===== config.mk =====
export PLATFORM = sky130hd
export DESIGN_NAME = pll_rst_seq
export DESIGN_NICKNAME = d
export VERILOG_FILES = /design/src/rtl/pll_rst_pkg.sv /design/src/rtl/sync_2ff.sv /design/src/rtl/pll_rst_seq.sv
export SDC_FILE = /design/constraint.sdc
export NUM_CORES = 1
export LEC_CHECK = 0
export CAP_MARGIN = 20
export CORE_MARGIN = 8
export CORE_UTILIZATION = 35
export DETAILED_ROUTE_END_ITERATION = 12
export PLACE_DENSITY = 0.62
export SYNTH_ARGS = -nofsm -noshare
export SYNTH_HDL_FRONTEND = slang
export SYNTH_SLANG_ARGS = --single-unit

===== constraint.sdc =====
create_clock -name clk -period 2.75 [get_ports clk]
set_input_delay 0.55 -clock clk [delete_from_list [all_inputs] [get_ports clk]]
set_output_delay 0.55 -clock clk [all_outputs]
set_load 0.005 [all_outputs]

===== src/rtl/pll_rst_pkg.sv =====
// Shared state encoding and sizing helpers for the PLL reset sequencer.
package pll_rst_pkg;

  localparam int STATE_W = 3;

  typedef enum logic [STATE_W-1:0] {
    ST_PLL_RST   = 3'd0,
    ST_WAIT_LOCK = 3'd1,
    ST_STABLE    = 3'd2,
    ST_RUN       = 3'd3,
    ST_LOST      = 3'd4
  } state_e;

  function automatic int max3(input int a, input int b, input int c);
    int m;
    m = (a > b) ? a : b;
    return (m > c) ? m : c;
  endfunction

endpackage


===== src/rtl/sync_2ff.sv =====
// Two-flop synchronizer for a single asynchronous level, resets to 0.
module sync_2ff (
  input  logic gclk,
  input  logic grst_n,
  input  logic d,
  output logic q
);

  logic [1:0] sync_pipe;

  always_ff @(posedge gclk or negedge grst_n) begin
    if (!grst_n) sync_pipe <= '0;
    else         sync_pipe <= {sync_pipe[0], d};
  end

  assign q = sync_pipe[1];

endmodule


===== src/rtl/pll_rst_seq.sv =====
// PLL reset sequencer: pulses the PLL reset, waits for a stable lock, then
// releases downstream reset; retries on lock timeout and tracks lock losses.
module pll_rst_seq
  import pll_rst_pkg::*;
#(
  parameter int STABLE_CYCLES  = 1024,
  parameter int LOCK_TIMEOUT   = 65536,
  parameter int PLL_RST_CYCLES = 16,
  parameter int CNT_W          = 8
) (
  input  logic               clk,
  input  logic               rst_n,
  input  logic               soft_rst,
  input  logic               locked,
  output logic               pll_rst,
  output logic               rst_out_n,
  output logic               ready,
  output logic [CNT_W-1:0]   lock_lost_cnt,
  output logic [CNT_W-1:0]   retry_cnt,
  output logic [STATE_W-1:0] state_o
);

  localparam int CW = $clog2(max3(STABLE_CYCLES, LOCK_TIMEOUT, PLL_RST_CYCLES)) + 1;
  localparam logic [CW-1:0] PR_LAST = CW'(PLL_RST_CYCLES - 1);
  localparam logic [CW-1:0] TO_LAST = CW'(LOCK_TIMEOUT - 1);
  localparam logic [CW-1:0] SC_LAST = CW'(STABLE_CYCLES - 1);

  logic               locked_s;
  logic [STATE_W-1:0] st, st_nxt;
  logic [CW-1:0]      cnt;
  logic               cnt_clr, retry_inc, lost_inc;

  sync_2ff u_lock_sync (
    .gclk   (clk),
    .grst_n (rst_n),
    .d      (locked),
    .q      (locked_s)
  );

  always_comb begin
    st_nxt    = st;
    retry_inc = 1'b0;
    lost_inc  = 1'b0;
    if (soft_rst) begin
      st_nxt = ST_PLL_RST;
    end else begin
      case (st)
        ST_PLL_RST:   if (cnt == PR_LAST) st_nxt = ST_WAIT_LOCK;
        ST_WAIT_LOCK: begin
          if (locked_s) st_nxt = ST_STABLE;
          else if (cnt == TO_LAST) begin
            st_nxt    = ST_PLL_RST;
            retry_inc = 1'b1;
          end
        end
        ST_STABLE: begin
          if (!locked_s)           st_nxt = ST_WAIT_LOCK;
          else if (cnt == SC_LAST) st_nxt = ST_RUN;
        end
        ST_RUN:       if (!locked_s) st_nxt = ST_LOST;
        ST_LOST: begin
          st_nxt   = ST_WAIT_LOCK;
          lost_inc = 1'b1;
        end
        default:      st_nxt = ST_PLL_RST;
      endcase
    end
    // soft_rst re-enters PLL_RST even from PLL_RST, so it restarts the pulse
    cnt_clr = (st_nxt != st) || soft_rst;
  end

  always_ff @(posedge clk or negedge rst_n) begin
    if (!rst_n) begin
      st            <= ST_PLL_RST;
      cnt           <= '0;
      pll_rst       <= 1'b1;
      rst_out_n     <= 1'b0;
      ready         <= 1'b0;
      lock_lost_cnt <= '0;
      retry_cnt     <= '0;
    end else begin
      st        <= st_nxt;
      pll_rst   <= (st_nxt == ST_PLL_RST);
      rst_out_n <= (st_nxt == ST_RUN);
      ready     <= (st_nxt == ST_RUN);
      if (cnt_clr)        cnt <= '0;
      else if (cnt != '1) cnt <= cnt + CW'(1);
      if (retry_inc && retry_cnt != '1)    retry_cnt     <= retry_cnt + CNT_W'(1);
      if (lost_inc && lock_lost_cnt != '1) lock_lost_cnt <= lock_lost_cnt + CNT_W'(1);
    end
  end

  assign state_o = st;

endmodule


==> results.py <==
metrics = {
    "global_routing": {
        "grt_max_degree": 41,
        "antenna_found_initial": 0,
        "grt_pass1_wl_um": 7030,
        "grt-ovfl-total": 0,
        "grtUsageTotal_pct": 10.2,
        "first_global_vias": 1500,
    },
    "layout": {
        "post-route-util_pct": 44.4,
        "nets": 231,
        "antenna_cells": 0,
        "fill_cells": 571,
        "regArea_mm2": 0.00100,
        "drive_gt1_share_pct": 14.3,
        "area_growth_pct": 22.0,
        "final_cell_count_no_fill": 295,
        "multiInputGateArea_um2": 948,
    },
    "power": {
        "p_int_uw": 784,
        "switching_share_pct": 23.4,
        "switching_power_uw": 240,
        "p_leak_nw": 1.03,
        "p_total_mw": 1.02,
        "power_density_mw_per_mm2": 416,
        "peakVddDrop_mv": 0.188,
        "comb_power_share_pct": 3.7,
        "power_frac_seq_pct": 58.6,
        "clkPwrFrac_pct": 37.6,
    },
    "synth": {
        "synth.avg_cell_area_um2": 10.7,
        "synthesis.nets": 198,
        "syn-instance-count": 189,
        "synth_top_flop_cell": "dfrtp_1",
        "seq_area_frac_synth_pct": 49.8,
        "ys_seq_elements": 40,
        "async_reset_ff_share_pct": 100,
        "synth-edff-count": 0,
        "ys_warn_count": 0,
        "syn-cell-area_mm2": 0.00201,
        "synthDistinctLibCells": 38,
    },
    "timing": {
        "finalCriticalPeriod_ps": 2460,
        "tightest_slew_ps": 886,
        "finalSetupViolCount": 0,
        "setup_tns_ps": 0,
        "rsz0062_at_grt": "false",
        "fin_worst_skew_ps": 4.95,
        "hold_viol": 0,
        "fmax_mhz": 406,
        "relSlewSlack_pct": 40.9,
        "setup_slack_ps": 286,
        "slew_viol_final": 0,
        "post-route-period-util_pct": 89.6,
    },
    "cts": {
        "tritoncts": "done",
        "path_clk_slew_ps": 80,
        "clkLatencyLatePin_ps": 290,
        "cts-buffers-inserted": 5,
        "clock_sinks": 40,
        "cts_resized": 0,
        "cts-root-buf": "clkbuf_8",
        "clockBufferDepth": 2,
        "htreeDepth": 2,
        "ctsHoldBuffers": 0,
        "cts_setup_buffers": 0,
    },
    "placed_design": {
        "portBuffers": 25,
        "gp_congestion": 0.754,
        "hpwl_um": 2840,
        "dpl.cell_count": 287,
        "place_ws_ps": 322,
    },
    "die": {
        "die_height_um": 91.9,
        "dieArea_mm2": 0.00844,
        "coreArea_mm2": 0.00554,
        "die_x_um": 91.9,
        "io_pins": 26,
        "row_count": 27,
        "initial_utilization_pct": 36.4,
    },
    "detailed_routing": {
        "drtIter0Drc": 58,
        "drt-total-wl_um": 4000,
        "wl_per_cell_um": 13.5,
        "drt_pass1_iterations": 4,
        "route.detailed.drc": 0,
        "postRouteAntennaNets": 0,
        "routed-via-count": 1492,
        "vias_per_cell": 5.06,
    },
    "run_status": {
        "outcome": "completed",
    },
    "job": {
        "drv_cap": 0,
    },
    "worst_hold_path": {
        "min_path_type": "flop to flop",
        "min_from": "u_lock_sync.sync_pipe[0]$_DFF_PN0_",
    },
    "worst_setup_path": {
        "startpoint": "cnt[0]$_DFFE_PN0P_",
        "criticalPathCategory": "flop to flop",
        "startpoint_type": "flop",
        "timing.rr.start": "cnt[0]$_DFFE_PN0P_",
        "crit_arrival_ps": 2680,
        "setup.worst_path.end_class": "flop",
        "crit_fanout": 10,
        "cp.required_ps": 2960,
    },
}
==> metrics by stage <==
stage          hold slack, ps  area [um2]
5_1_grt                   371        2460
3_5_place_dp              343        2370
2_1_floorplan             254        2010
4_1_cts                   364        2460
6_report                  362        2460
3_3_place_gp              339        2370
==> flip-flops by register name, summed over array words and instances (netlist names) <==
signal and flops:
u_lock_sync.sync_pipe 2, pll_rst 1, state_o 3, cnt 17, retry_cnt 8, ready 1
lock_lost_cnt 8
==> critical path, stage by stage, from the launching register on <==
cell,delay (ps)
dfrtp_1,430
ha_1,210
and3_1,190
and4_1,220
ha_1,190
nor3_1,50
a211o_1,280
a32oi_1,250
nand4_1,170
buf_4,230
a21oi_1,160
==> final timing paths <==
check | end | slack, ps | depth (start not counted)
max | cnt[16]$_DFFE_PN0P_ | 290 | 10
min | u_lock_sync.sync_pipe[1]$_DFF_PN0_ | 360 | 0
max reg2reg | cnt[16]$_DFFE_PN0P_ | 290 | 10
min reg2reg | u_lock_sync.sync_pipe[1]$_DFF_PN0_ | 360 | 0
max in group asynchronous | state_o[2]$_DFF_PN0_ | 1820 | 1
min in group asynchronous | cnt[6]$_DFFE_PN0P_ | 380 | 1
==> cell usage in the layout (no fill, tap or decap), drive strengths merged, types with 2 or more instances in the layout <==
master,netlist,layout
a211o,2,2
a21oi,20,20
a32oi,2,2
and2,2,2
and3,6,6
and4,2,2
buf,6,9
clkbuf,1,6
clkdlybuf4s50,0,24
dfrtp,39,39
ha,5,5
inv,4,4
nand2,16,16
nand3,9,9
nand4,6,6
nand4b,2,2
nor2,12,12
nor2b,2,2
nor3,7,7
nor3b,2,2
nor4,3,3
xnor2,15,15
xor2,15,15
==> cell families after synthesis <==
logic type                 count (synthesis)  share of synthesized area (%)
and+or+nand+nor                           74                           19.8
DFF                                       40                           49.8
xor gates and xnor gates                  30                           13.0
AOI/OAI and AO/OA                         27                           10.1
buffers and inverters                     11                           3.17
adders and majority gates                  5                           3.11
muxes                                      2                           1.06
==> synthesized netlist by cell type (3+ instances only) <==
cell | instances | area, um2
nand4_1 | 6 | 37.5
inv_1 | 4 | 15.0
a21oi_1 | 10 | 50.1
a21oi_2 | 10 | 87.6
nor2_1 | 12 | 45.0
xor2_1 | 15 | 131
buf_2 | 3 | 15.0
and3_1 | 4 | 25.0
xnor2_1 | 15 | 131
nand3_1 | 9 | 45.0
nand2_1 | 16 | 60.1
dfrtp_1 | 39 | 976
nor4_1 | 3 | 18.8
nor3_1 | 7 | 35.0
ha_1 | 5 | 62.6
==> per-layer routing <==
metal,routed length [um],global-route usage [%]
met5,0,0
met3,189,3.67
met1,1870,12.4
met4,74,4.43
met2,1860,16.1
==> final cells by class <==
type / instances / share of cell area, %
flip-flops and latches: 40 / 40.8
clock inverters: 2 / 0.509
repair buffers: 33 / 12.9
multi-input cells: 138 / 38.6
well taps: 72 / 3.66
inverters: 4 / 0.611
clock buffers: 6 / 2.95
==> power groups by stage <==
stage / clock network (mW) / registers [mW] / logic [mW]
6_report: 0.385 / 0.600 / 0.0383
5_1_grt: 0.424 / 0.601 / 0.0442
4_1_cts: 0.406 / 0.600 / 0.0401
3_5_place_dp: 0 / 0.611 / 0.0391
3_3_place_gp: 0 / 0.611 / 0.0391
2_1_floorplan: 0 / 0.610 / 0.0162
Power figures use the tool's default switching activity.
